--- config.mk ---
export PLATFORM = sky130hd
export DESIGN_NAME = vending_ctrl
export DESIGN_NICKNAME = d
export VERILOG_FILES = /design/src/rtl/vending_ctrl.sv
export SDC_FILE = /design/constraint.sdc
export NUM_CORES = 1
export LEC_CHECK = 0
export ABC_CLOCK_PERIOD_IN_PS = 3000
export CAP_MARGIN = 30
export CORE_ASPECT_RATIO = 2
export CORE_MARGIN = 2
export CORE_UTILIZATION = 48
export DETAILED_ROUTE_END_ITERATION = 6
export DONT_BUFFER_PORTS = 1
export GPL_TIMING_DRIVEN = 0
export PLACE_DENSITY = 0.65
export SLEW_MARGIN = 30
export SYNTH_ARGS = -nofsm -noshare
export SYNTH_HDL_FRONTEND = slang
export SYNTH_SLANG_ARGS = --single-unit
--- constraint.sdc ---
create_clock -name i_clk -period 3 [get_ports i_clk]
set_input_delay 0.9 -clock i_clk [delete_from_list [all_inputs] [get_ports i_clk]]
set_output_delay 0.9 -clock i_clk [all_outputs]
set_load 0.1 [all_outputs]
--- src/rtl/vending_ctrl.sv ---
// ---------------------------------------------------------------------------
// vending_ctrl
//
// Coin-operated vending controller. It accepts nickels, dimes and quarters,
// tracks credit in 5-cent units, dispenses one item per valid selection and
// returns change one nickel per cycle. All outputs come straight from
// flip-flops.
//
// Parameters
//   PRICE_UNITS  item price in 5-cent units
//   N_ITEMS      number of product channels
//   CREDIT_W     width of the credit register
//   MAX_CREDIT   highest credit the machine will hold
//                (PRICE_UNITS <= MAX_CREDIT < 2**CREDIT_W, CREDIT_W >= 3)
//
// Ports
//   i_clk            clock, everything updates on the rising edge
//   reset_n          asynchronous active-low reset
//   i_nickle         nickel strobe (1 unit)
//   i_dime           dime strobe (2 units)
//   i_quarter        quarter strobe (5 units)
//   i_sel            product select request, any number of bits
//   i_stock          per-channel stock available flags
//   i_cancel         refund request
//   o_vend           one-hot, one-cycle dispense pulse
//   o_change_nickle  one pulse per nickel of change returned
//   o_coin_reject    one-cycle pulse, a strobed coin was not credited
//   o_sel_err        one-cycle pulse, a selection was refused
//   o_credit         current credit in units
//   o_sales_cnt      saturating count of vends (only with VEND_AUDIT_EN)
//   o_busy           high while vending or returning change
//
// Optional feature: define VEND_AUDIT_EN to add the o_sales_cnt port and
// its 16-bit saturating sales counter.
// ---------------------------------------------------------------------------
module vending_ctrl #(
   parameter int PRICE_UNITS = 4,
   parameter int N_ITEMS     = 4,
   parameter int CREDIT_W    = 6,
   parameter int MAX_CREDIT  = 20
) (
   input  logic                i_clk,
   input  logic                reset_n,
   input  logic                i_nickle,
   input  logic                i_dime,
   input  logic                i_quarter,
   input  logic [N_ITEMS-1:0]  i_sel,
   input  logic [N_ITEMS-1:0]  i_stock,
   input  logic                i_cancel,
   output logic [N_ITEMS-1:0]  o_vend,
   output logic                o_change_nickle,
   output logic                o_coin_reject,
   output logic                o_sel_err,
   output logic [CREDIT_W-1:0] o_credit,
`ifdef VEND_AUDIT_EN
   output logic [15:0]         o_sales_cnt,
`endif
   output logic                o_busy
);

   localparam int SUM_W = CREDIT_W + 1;

   localparam logic [CREDIT_W-1:0] PRICE_C = CREDIT_W'(PRICE_UNITS);
   localparam logic [CREDIT_W-1:0] ONE_C   = CREDIT_W'(1);
   localparam logic [SUM_W-1:0]    MAX_EXT = SUM_W'(MAX_CREDIT);

   typedef enum logic [1:0] {
      IDLE,
      CREDIT,
      VEND,
      CHANGE
   } state_t;

   state_t state;
   state_t state_next;

   logic [CREDIT_W-1:0] credit_next;
   logic [N_ITEMS-1:0]  vend_next;
   logic                change_next;
   logic                reject_next;
   logic                sel_err_next;
   logic                busy_next;

   logic                coin_any;
   logic                coin_loser;
   logic [SUM_W-1:0]    coin_val;
   logic [SUM_W-1:0]    coin_sum;
   logic                coin_fits;
   logic                coin_accept;
   logic                coin_reject_normal;

   logic [N_ITEMS-1:0]  sel_onehot;
   logic                sel_any;
   logic                sel_valid;

   // Coin arbitration. Only one coin can be credited per edge, so the
   // nickel wins over the dime and the dime wins over the quarter. Any coin
   // that loses arbitration is bounced back. The winning coin is also
   // bounced if it would take the credit past the ceiling; in that case the
   // credit is left untouched. The sum is one bit wider than the credit
   // register so the ceiling check can never wrap.
   always_comb begin
      coin_any   = i_nickle | i_dime | i_quarter;
      coin_val   = '0;
      coin_loser = 1'b0;
      if (i_nickle) begin
         coin_val   = SUM_W'(1);
         coin_loser = i_dime | i_quarter;
      end else if (i_dime) begin
         coin_val   = SUM_W'(2);
         coin_loser = i_quarter;
      end else if (i_quarter) begin
         coin_val   = SUM_W'(5);
      end
      coin_sum           = {1'b0, o_credit} + coin_val;
      coin_fits          = (coin_sum <= MAX_EXT);
      coin_accept        = coin_any && coin_fits;
      coin_reject_normal = coin_any && (!coin_fits || coin_loser);
   end

   // Selection decode. The lowest-index requested channel is the one that
   // counts, isolated with the two's-complement trick. If that channel is
   // out of stock the request is refused even when a higher channel has
   // stock, because the customer asked for the lowest one first.
   always_comb begin
      sel_onehot = i_sel & (~i_sel + N_ITEMS'(1));
      sel_any    = |i_sel;
      sel_valid  = sel_any && (o_credit >= PRICE_C) &&
                   (|(sel_onehot & i_stock));
   end

   // Next-state and next-output logic. Every output is computed here one
   // cycle ahead and then registered, so what leaves the block is glitch
   // free. Cancel beats selection, which beats coins. In VEND and CHANGE
   // every coin is bounced, and selection and cancel are ignored. CHANGE
   // pays out one nickel per cycle and leaves on the edge where credit
   // hits zero. This gives exactly as many pulses as there was credit on
   // entry.
   always_comb begin
      state_next   = state;
      credit_next  = o_credit;
      vend_next    = '0;
      reject_next  = 1'b0;
      sel_err_next = 1'b0;
      change_next  = 1'b0;
      busy_next    = 1'b0;

      case (state)
         IDLE: begin
            reject_next = coin_reject_normal;
            if (coin_accept) begin
               credit_next = coin_sum[CREDIT_W-1:0];
               state_next  = CREDIT;
            end
         end

         CREDIT: begin
            if (i_cancel) begin
               reject_next = coin_any;
               state_next  = CHANGE;
            end else if (sel_valid) begin
               reject_next = coin_any;
               credit_next = o_credit - PRICE_C;
               vend_next   = sel_onehot;
               state_next  = VEND;
            end else begin
               sel_err_next = sel_any;
               reject_next  = coin_reject_normal;
               if (coin_accept) begin
                  credit_next = coin_sum[CREDIT_W-1:0];
               end
            end
         end

         VEND: begin
            reject_next = coin_any;
            if (o_credit != '0) begin
               state_next = CHANGE;
            end else begin
               state_next = IDLE;
            end
         end

         CHANGE: begin
            reject_next = coin_any;
            if (o_credit > ONE_C) begin
               credit_next = o_credit - ONE_C;
            end else begin
               credit_next = '0;
               state_next  = IDLE;
            end
         end

         default: begin
            credit_next = '0;
            state_next  = IDLE;
         end
      endcase

      change_next = (state_next == CHANGE);
      busy_next   = (state_next == VEND) || (state_next == CHANGE);
   end

   // State and output registers. Reset is asynchronous, so pulling reset_n
   // low clears everything at once, even in the middle of a vend or a
   // change payout. Any change still owed is lost at that point. The first
   // edge after release is an ordinary IDLE cycle.
   always_ff @(posedge i_clk or negedge reset_n) begin
      if (!reset_n) begin
         state           <= IDLE;
         o_credit        <= '0;
         o_vend          <= '0;
         o_change_nickle <= 1'b0;
         o_coin_reject   <= 1'b0;
         o_sel_err       <= 1'b0;
         o_busy          <= 1'b0;
      end else begin
         state           <= state_next;
         o_credit        <= credit_next;
         o_vend          <= vend_next;
         o_change_nickle <= change_next;
         o_coin_reject   <= reject_next;
         o_sel_err       <= sel_err_next;
         o_busy          <= busy_next;
      end
   end

`ifdef VEND_AUDIT_EN
   // Sales audit counter. It counts each entry into VEND and sticks at
   // all-ones instead of wrapping, so an overflowed count is obvious to
   // whoever reads the machine.
   always_ff @(posedge i_clk or negedge reset_n) begin
      if (!reset_n) begin
         o_sales_cnt <= '0;
      end else if ((state_next == VEND) && (state != VEND) &&
                   (o_sales_cnt != 16'hFFFF)) begin
         o_sales_cnt <= o_sales_cnt + 16'd1;
      end
   end
`endif

endmodule
# Word-level counts from Yosys, hierarchy flattened
# Index checks and enable logic that the tools add are counted.
# Widths: inputs -> output; s select.
classes:
  n_addsub: 4
  n_lt_le_gt_ge: 3
  eq_ne: 6
  n_mux: 25
  bitwise: 6
  n_reduce_logical: 14
ops:
  columns: ["cell", "count"]
  rows:
  - ["$mux 6", 4]
  - ["$pmux 6 s3", 1]
  - ["$mux 4", 3]
  - ["$mux 2", 5]
  - ["$mux 3", 3]
  - ["$and 4x4->4", 2]
  - ["$eq 2x2->1 const B", 4]
  - ["$pmux 2 s4", 1]
  - ["$reduce_or 4->1", 2]
  - ["$add 6x7->7", 1]
  - ["$le 7x5->1 const B", 1]
  - ["$mux 1", 7]
  - ["$ge 6x3->1 const B", 1]
  - ["$gt 6x1->1 const B", 1]
  - ["$reduce_bool 6->1", 1]
  - ["$sub 6x1->6 const B", 1]
  - ["$sub 6x3->6 const B", 1]
  - ["$add 4x1->4 const B", 1]
  - ["$logic_and 1x1->1", 4]
  - ["$not 4->4", 1]
  - ["$or 1x1->1", 3]
  - ["$pmux 1 s3", 1]
  - ["$reduce_bool 3->1", 1]
  - ["$eq 2x1->1 const B", 1]
  - ["other kinds (6)", 7]
totals:
  regBits: 16
  input_bits: 14
  out_inout_bits: 14
  elab_cells: 65

# Longest topological paths before layout
# Gate-level depths: netlist of the first run.
depth:
  ltp_word: 11
  depth_mapped: 12
  depth_no_buf: 11

# Worst setup path before layout of the first run
# No wires, ideal clock.
synth_timing:
  kind: "input port to flip-flop"
  startpoint: "input i_dime"
  endpoint: "register state[0]"
  setup_time_ns: 0.104
  arrival_time_ns: 3.255
  t_required_ns: 2.896
  setup_slack_ns: -0.359
  stages: 12
  path_buffers: 1
  path_cell_list: "nand2b_1 nand2b_1 ha_1 fa_1 buf_6 a21oi_4 and3_1 o211ai_2 a2111oi_4 o32ai_2 or3_1 o311ai_1"
synth_between:
  elab_chain_len: 7
  word_cells_on_any_way: 9
  cone_classes: "1 x add/sub; 1 x order compare; 4 x mux; 2 x bitwise; 1 x reduce/logical"
synth_rtl:
  columns: ["element", "line", "source"]
  rows:
  - ["from (decl)", "45", "input logic i_dime,"]
  - ["$mux 3", "109", "end else if (i_dime) begin"]
  - ["$mux 3", "106", "if (i_nickle) begin"]
  - ["$add 6x7->7", "115", "coin_sum = {1'b0, o_credit} + coin_val;"]
  - ["$le 7x5->1", "116", "coin_fits = (coin_sum <= MAX_EXT);"]
  - ["$logic_and 1x1->1 (*)", "117", "coin_accept = coin_any && coin_fits;"]
  - ["$mux 2 (*)", "151", "if (coin_accept) begin"]
  - ["$pmux 2 s4 (*)", "148", "case (state)"]
  - ["net state_next[0]", "75", "state_t state_next;"]
  - ["to (signal assigned)", "218", "state <= state_next;"]
  - ["to (decl)", "74", "state_t state;"]
# The timed path passes the listed nets; every way through them passes the cells marked *.
# A chain may end at the register's enable or synchronous reset.

# Final worst setup path of the first run
# Same ends and word-level chain as after synthesis.

==> metrics, run 1 <==
io pins 28; worst setup path start i_dime; first-pass GRT wire length ~6200 um; cts hold-fix bufs 0; Synth Warn # 0; CP endpoint kind register; Worst R2R End state[0]$_DFF_PN0_; compound-cell area share of the yosys netlist 0.299; vias in the first global route 1310; clk sinks 16; antenna cell count 0; final worst-path cycle share 1.01; grt total ovfl 0; Simple-Gate Fraction of Synth Area 0.244; via count 1353; Max Cap Violations 0; drt first pass iters 6; Detail Route Antenna Nets 0; Final Hold Vio Count 0; R2R Setup Slk 0.01 ns; Worst EP required 3.16 ns; Final nets 196; DRC Markers 0; Tightest Hold Check Type in -> async; Main synth FF type dfrtp_1; number of synthesized register bits 16; Die Span Y slightly below 80 um; Area growth, synth to finish 25.1%; status finished with violations; crit-path max cell delay 0.42 ns; Initial Util 0.499; Cells after Synth 158; ys async rst share 1.00; skew final roughly 0.0028 ns; Die Wd 41.7 um; WL final 3880 um; unrepaired setup endpoints after global routing yes; Mapped Nets around 180; final worst setup slack -0.0386 ns; largest family of logic cells by synthesized area compound AO/OA/AOI/OAI gates; critical path's slowest cell fa_2; setup TNS -0.0713 ns; mux share of post-synthesis cell area 0.00824; worst endpoint data arrival time 3.19 ns; TritonCTS clock tree built; Detailed Place HPWL 2650 um; r2r worst-path depth 8; TritonCTS Buffers 3; Port Buffer Count 0; Tmin final 3.04 ns; layout cells sized above 1 0.302; gr usage total 0.248; wire per inst 19.3 um; Worst-path clk slew 0.07 ns; number of synthesized flops with an enable pin 0; final setup vio count 2; peak fanout along the critical path 6; startpoint types input pin; XOR/XNOR share of the synthesized area 0.0128; Post-Synth Adder-Cell Area 0.0879; crit-path most repeated cell nand2b_4; worst skew pair latency ~0.26 ns; antenna violations before repair 0; CTS Root Cell clkbuf_8; Least-Margin Pin Slew 0.895 ns; Yosys cell types 52; Core ar. 2740 sq um; largest net degree at the start of global routing 17; post-synthesis cell area between 1000 and 1500 sq um; die footprint between 3000 and 4000 sq um; sequential-to-total area share from yosys stat 0.293; pins over their slew limit 0; htree depth 1; syn_area_per_cell 8.65 sq um; number of DRC markers in iteration 0 48; clock buffer depth 2; Achievable Freq 0.329 GHz; crit path cell chain nand2b_4, nand2b_4, ha_4, fa_2, a21oi_4, and3_4, o211ai_4, a2111oi_4, buf_4, o32ai_4, or3_1, o311ai_1; WS Path Type in -> reg; Via density 6.73; routability cong. about 0.87; Rows 27; failing checks setup timing; max_slew headroom 0.404; worst r2r src o_credit[1]$_DFFE_PN0P_
[final cells by class]
cell class	count	area (sq um)
multi-input cells	126	1060
fillers	231	1030
flip-flops and latches	16	412
repair buffers	10	75.1
clock buffers	4	55.1
plain buffers	7	37.5
well taps	29	36.3
inverters	9	33.8
[metrics by stage]
| step | utilization | instances | area (sq um) | setup WS [ns] | hold slack, ns |
|---|---|---|---|---|---|
| 4_1_cts | 0.578 | 195 | 1580 | -0.134 | 0.332 |
| 2_1_floorplan | - | 158 | 1400 | -0.221 | 0.604 |
| 3_3_place_gp | 0.523 | 187 | 1430 | -0.644 | 0.605 |
| 3_5_place_dp | 0.525 | 187 | 1440 | -0.662 | 0.605 |
| 5_1_grt | 0.625 | 201 | 1710 | -0.132 | 0.325 |
| 6_report | 0.625 | 201 | 1710 | -0.0386 | 0.329 |
[synth_stat cells, drive strengths merged (2+ instances only)]
master,n,area [sq um]
o21ai,8,43.8
nand2b,5,31.3
a221oi,2,23.8
dfrtp,16,400
nor2,8,37.5
nor3,8,45.0
o211ai,2,20.0
nor3b,3,22.5
buf,5,31.3
a31oi,4,25.0
a21boi,2,15.0
o21a,2,15.0
inv,9,33.8
o2bb2ai,2,17.5
o22ai,4,25.0
a211oi,5,42.5
nand2,21,78.8
ha,8,100
nor4b,2,17.5
xnor2,2,17.5
a21o,2,15.0
clkbuf,3,11.3
and2,3,18.8
a21oi,8,51.3
nand3,5,25.0
[worst max path at each step]
stage                         endpoint  slack [ns]  depth (start not counted)
2_1_floorplan       state[0]$_DFF_PN0_       -0.22                         12
3_3_place_gp   o_credit[2]$_DFFE_PN0P_       -0.64                         10
3_5_place_dp   o_credit[2]$_DFFE_PN0P_       -0.66                         12
4_1_cts             state[0]$_DFF_PN0_       -0.13                         11
5_1_grt             state[0]$_DFF_PN0_       -0.13                         12
6_report            state[0]$_DFF_PN0_       -0.04                         12
[cells in the final DEF (no fill, tap or decap), types with 4 or more instances in the layout]
cell,count
dfrtp_1,11
clkbuf_8,4
nor3_1,5
nand2_1,21
ha_1,6
inv_1,9
buf_4,10
nor2_1,6
o22ai_1,4
nand3_1,5
a21oi_1,7
o21ai_0,7
[layer usage]
metal / share of wire / GRT usage
met5: 0 / 0
met4: 0.059 / 0.181
met3: 0.045 / 0.0181
met2: 0.56 / 0.453
met1: 0.34 / 0.255
[worst max-delay path, delay by kind of cell]
| family | cells | cell delay (ns) |
|---|---|---|
| fa+ha+maj | 2 | 0.58 |
| buf+inv | 1 | 0.19 |
| compound gates | 5 | 0.78 |
| simple gates | 4 | 0.74 |
[cells by family after synthesis]
logic type,Yosys count
adder cells (fa/ha/maj),9
XOR/XNOR,2
multiplexers,1
flip-flops,16
AO/OA/AOI/OAI,50
AND/OR/NAND/NOR,63
buffers and inverters,17
[flip-flops by register name, summed over array words and instances (netlist names)]
register	cells
o_credit	6
o_coin_reject	1
o_sel_err	1
o_busy	1
state	2
o_change_nickle	1
o_vend	4
[timing repair]
item,in CTS,in global routing
resized for setup,10,14
pin swaps,11,13
cloned,1,0
endpoints found under the setup margin,9,8
buffers inserted,4,6
Power of run 1 is not shown: default switching activity piles up to over one toggle a cycle in this logic, so the estimate is an artifact.
==> run 2, diff against run 1 <==
- SKIP_LAST_GASP: default -> 1
==> metrics, run 2 (same netlist as run 1, synthesis figures left out) <==
status finished with violations; failing checks setup timing; clk sinks 16 (unchanged); Via density 6.63 (-1.6%); skew final 0.00271 ns (-0.0000780 ns); TritonCTS clock tree built; Reg with most FFs o_credit; Buf/Inv on CP 2 (+1); CTS Root Cell clkbuf_8; final worst-path cycle share 1.01 (+0.00158); CP endpoint kind register; grt total ovfl 0 (unchanged); Detail Route Antenna Nets 0 (unchanged); Achievable Freq 0.329 GHz (-0.16%); Tmin final 3.04 ns (+0.00473 ns); cell family with most CP delay compound AO/OA/AOI/OAI gates; DRC Markers 0 (unchanged); wire per inst 19.2 um (-0.49%); WL final 3860 um (-0.49%); routability cong. 0.867 (unchanged); Fillers 232 (+0.43%); cts hold-fix bufs 0 (unchanged); Largest regs o_credit: 6 flops, o_vend: 4 flops, state: 2 flops; antenna violations before repair 0 (unchanged); Die Wd 41.7 um (unchanged); Rows 27 (unchanged); hold_ws 0.328 ns (-0.000111 ns); Port Buffer Count 0 (unchanged); crit-path max cell delay 0.62 ns (+0.20 ns); Final nets 196 (unchanged); Multi-input gate area 1050 sq um (-1.1%); Initial Util 0.499 (unchanged); final setup vio count 2 (unchanged); startpoint types register; Tightest Hold Check Type in -> async; worst endpoint data arrival time 3.18 ns (about the same); critical path's slowest cell dfrtp_4; worst r2r src o_credit[3]$_DFFE_PN0P_; first-pass GRT wire length 6220 um (unchanged); worst skew pair latency 0.26 ns (about the same); largest net degree at the start of global routing 17 (unchanged); htree depth 1 (unchanged); Area growth, synth to finish 24.0%; Final Hold Vio Count 0 (unchanged); final worst setup slack -0.0433 ns (-0.00473 ns); number of DRC markers in iteration 0 32 (-33%); setup TNS -0.0865 ns (-0.0152 ns); Core ar. 2740 sq um (unchanged); pins over their slew limit 0 (unchanged); via count 1332 (-1.6%); Worst EP required 3.14 ns (-0.02 ns); Reg area 412 sq um (unchanged); die footprint 3320 sq um (unchanged); Post-Layout Inst Area 1690 sq um (-0.88%); DP Area 1440 sq um (unchanged); Die Span Y 79.5 um (unchanged); Final Util 0.619 (-0.00549); most common cell after layout, fill and taps aside nand2_1; gr usage total 0.248 (unchanged); WS Path Type reg -> reg; commonest cells after routing, fill and taps aside 21 x nand2_1, 11 x dfrtp_1, 10 x buf_4; antenna cell count 0 (unchanged); Least-Margin Pin Slew 0.897 ns (+0.00225 ns); max_slew headroom 0.402 (-0.00150); worst setup path start o_credit[3]$_DFFE_PN0P_; clock buffer depth 2 (unchanged); flip-flop count of the largest register after layout 6 (unchanged); peak fanout along the critical path 9 (+3); Worst-path clk slew 0.07 ns (about the same); io pins 28 (unchanged); Max Cap Violations 0 (unchanged); layout cells sized above 1 0.291 (-0.0116); TritonCTS Buffers 3 (unchanged); unrepaired setup endpoints after global routing yes; crit path cell chain clkbuf_4, inv_1, ha_1, nor3b_4, o21ai_0, and2_1, a21boi_0, o31ai_1, a311o_2; Detailed Place HPWL 2650 um (unchanged); vias in the first global route 1310 (unchanged); drt first pass iters 4 (-2)
[run 2: cell count changes in the layout (fill, tap and decap cells not counted)]
cell and change:
buf_6 -1, a31oi_2 -1, clkbuf_4 +1, a211oi_1 +1, a31oi_1 +1, a211oi_2 -1
[run 2: repair_timing]
item / CTS / global route
gates cloned: 1 / 0
pin swaps: 11 / 13
endpoints found under the setup margin: 9 / 8
setup buffers: 4 / 6
gates resized for setup: 9 / 12
[run 2: cell type report]
| type | count | area share |
|---|---|---|
| Multi-Input combinational cell | 126 | 0.619 |
| Buffer | 7 | 0.0199 |
| Inverter | 9 | 0.0199 |
| Sequential cell | 16 | 0.243 |
| Tap cell | 29 | 0.0214 |
| Timing Repair Buffer | 10 | 0.0443 |
| Clock buffer | 4 | 0.0325 |
[run 2: layer usage]
metal	vias to the layer above	global-route usage	wire length, um
li1	615	-	-
met1	650	0.255	1360
met2	50	0.453	2160
met3	17	0.0181	131
met4	0	0.181	203
met5	-	0	0
[run 2: final timing paths]
path / to / slack [ns] / depth (start not counted)
min in group i_clk: o_vend[1]$_DFF_PN0_ / 0.71 / 1
max in group asynchronous: o_credit[3]$_DFFE_PN0P_ / 2.59 / 0
max: o_credit[2]$_DFFE_PN0P_ / -0.04 / 9
min reg2reg: o_sel_err$_DFF_PN0_ / 0.72 / 3
min: o_credit[1]$_DFFE_PN0P_ / 0.33 / 0
max reg2reg: o_credit[2]$_DFFE_PN0P_ / -0.04 / 9
[run 2: stage by stage]
stage | std cells | setup WS [ns]
2_1_floorplan | 158 | -0.221
3_3_place_gp | 187 | -0.644
3_5_place_dp | 187 | -0.662
4_1_cts | 195 | -0.134
5_1_grt | 201 | -0.205
6_report | 201 | -0.0433
Power of run 2 is left out for the same reason.
==> run 3, diff against run 2 <==
- CORE_ASPECT_RATIO: 2 -> default
- CORE_MARGIN: 2 -> default
- CORE_UTILIZATION: 48 -> 57
- PLACE_DENSITY: 0.65 -> 0.75
- RECOVER_POWER: default -> 50
==> metrics, run 3 (same netlist as run 1, synthesis figures left out) <==
clk sinks 16 (unchanged); pins over their slew limit 0 (unchanged); layout cells sized above 1 0.263 (-0.0275); Port Buffer Count 0 (unchanged); Final nets 195 (-0.51%); final setup vio count 0 (-2); vias in the first global route 1286 (-1.8%); Worst EP required 3.18 ns (+0.04 ns); Least-Margin Pin Slew 1.15 ns (+0.255 ns); Worst-path clk slew 0.09 ns (+0.02 ns); Die Span Y 51.0 um (-36%); TritonCTS clock tree built; critical path's slowest cell a2111oi_4; R2R Setup Slk 0.05 ns (+0.09 ns); Core ar. 2230 sq um (-18%); DRC Markers 6 (+6); failing checks DRC; final worst setup slack 0.0135 ns (+0.0568 ns); Die Wd 51.0 um (+22%); crit-path max cell delay 0.42 ns (-0.20 ns); final worst-path cycle share 0.996 (-0.0189); worst endpoint data arrival time 3.16 ns (-0.02 ns); Worst R2R End o_coin_reject$_DFF_PN0_; crit path cell chain nand2b_4, nand2b_1, ha_2, fa_2, a21oi_4, buf_4, nor3_2, o211ai_4, a2111oi_4, buf_4, o211ai_1, a211oi_1, nor2_1; CTS Root Cell clkbuf_4; Tightest Hold Check Type in -> async; htree depth 1 (unchanged); r2r worst-path depth 10 (+1); WL final 3670 um (-4.9%); cts hold-fix bufs 0 (unchanged); antenna violations before repair 0 (unchanged); Max Cap Violations 0 (unchanged); worst skew pair latency 0.29 ns (+0.03 ns); max_slew headroom 0.235 (-0.167); antenna cell count 0 (unchanged); peak fanout along the critical path 6 (-3); Reg with most FFs o_credit; WS Path Type in -> reg; largest net degree at the start of global routing 17 (unchanged); Tmin final 2.99 ns (-0.0568 ns); Rows 17 (-37%); gr usage total 0.294 (+0.0462); worst slack, placed -0.422 ns (+0.241 ns); Final Util 0.729 (+0.110); Final Hold Vio Count 0 (unchanged); TritonCTS Buffers 3 (unchanged); status finished with violations; number of DRC markers in iteration 0 51 (+59%); Detail Route Antenna Nets 0 (unchanged); most common cell after layout, fill and taps aside nand2_1; grt total ovfl 0 (unchanged); cell family with most CP delay compound AO/OA/AOI/OAI gates; Initial Util 0.612 (+0.112); startpoint types input pin; Achievable Freq 0.335 GHz (+1.9%); Detailed Place HPWL 2340 um (-12%); worst r2r src o_credit[0]$_DFFE_PN0P_; unrepaired setup endpoints after global routing yes; first-pass GRT wire length 5670 um (-8.8%); Buf/Inv on CP 2 (unchanged); wire per inst 18.4 um (-3.9%); skew final 0.00424 ns (+0.00154 ns); commonest cells after routing, fill and taps aside 21 x nand2_1, 11 x dfrtp_1, 9 x inv_1; flip-flop count of the largest register after layout 6 (unchanged); Area growth, synth to finish 19.1%; crit-path most repeated cell buf_4; routability cong. 0.921 (+6.3%); io pins 28 (unchanged); Largest regs o_credit: 6 flops, o_vend: 4 flops, state: 2 flops; clock buffer depth 2 (unchanged); CP endpoint kind register; drt first pass iters 7 (+3); Via density 6.86 (+3.6%); die footprint 2600 sq um (-22%); via count 1366 (+2.6%)
-- run 3: cell count changes in the layout (fill, tap and decap cells not counted), sizes merged --
| cell | change |
|---|---|
| buf | -1 |
-- run 3: layout make-up --
class / instances / area (sq um)
Inverter: 9 / 33.8
Buffer: 7 / 37.5
Multi-Input combinational cell: 126 / 1010
Timing Repair Buffer: 9 / 67.6
Fill cell: 165 / 606
Tap cell: 28 / 35.0
Clock buffer: 4 / 26.3
Sequential cell: 16 / 417
-- run 3: metrics by stage --
step                instance area (sq um)  hold slack, ns  TNS [ns]  cells
floorplan                            1400           0.604     -1.11    158
global placement                     1430           0.605     -2.33    186
detailed placement                   1470           0.605     -2.72    188
CTS                                  1580           0.274   -0.0314    196
global route                         1630           0.272    -0.175    199
finish                               1630           0.293         0    199
-- run 3: worst max path at each step --
stage	slack, ns	cells after the start	startpoint	endpoint
6_report	0.01	13	i_dime	o_coin_reject$_DFF_PN0_
5_1_grt	-0.04	13	i_dime	o_coin_reject$_DFF_PN0_
4_1_cts	-0.03	11	i_dime	state[0]$_DFF_PN0_
3_5_place_dp	-0.42	12	i_dime	state[0]$_DFF_PN0_
3_3_place_gp	-0.37	12	i_dime	state[0]$_DFF_PN0_
2_1_floorplan	-0.22	12	i_dime	state[0]$_DFF_PN0_
-- run 3: worst register-to-register path, delay by kind of cell (launching register included) --
family / cells / cell delay, ns
adder cells (fa/ha/maj): 2 / 0.67
AO/OA/AOI/OAI: 5 / 1.01
AND/OR/NAND/NOR: 2 / 0.28
flip-flops: 1 / 0.66
buffers and inverters: 1 / 0.22
-- run 3: repair_timing --
| item | 4_1_cts | 5_1_grt |
|---|---|---|
| cloned | 1 | 0 |
| pin swaps | 9 | 9 |
| gates resized for setup | 9 | 10 |
| setup endpoints to repair | 8 | 8 |
| buffers inserted | 4 | 3 |
-- run 3: routing by layer --
layer / GRT usage / part of all wire / vias up
met1: 0.380 / 0.38 / 640
met4: 0.106 / 0.044 / 0
met3: 0.0595 / 0.091 / 23
met5: 0 / 0 / -
met2: 0.482 / 0.48 / 85
li1: - / - / 618
Power of run 3 is left out for the same reason.
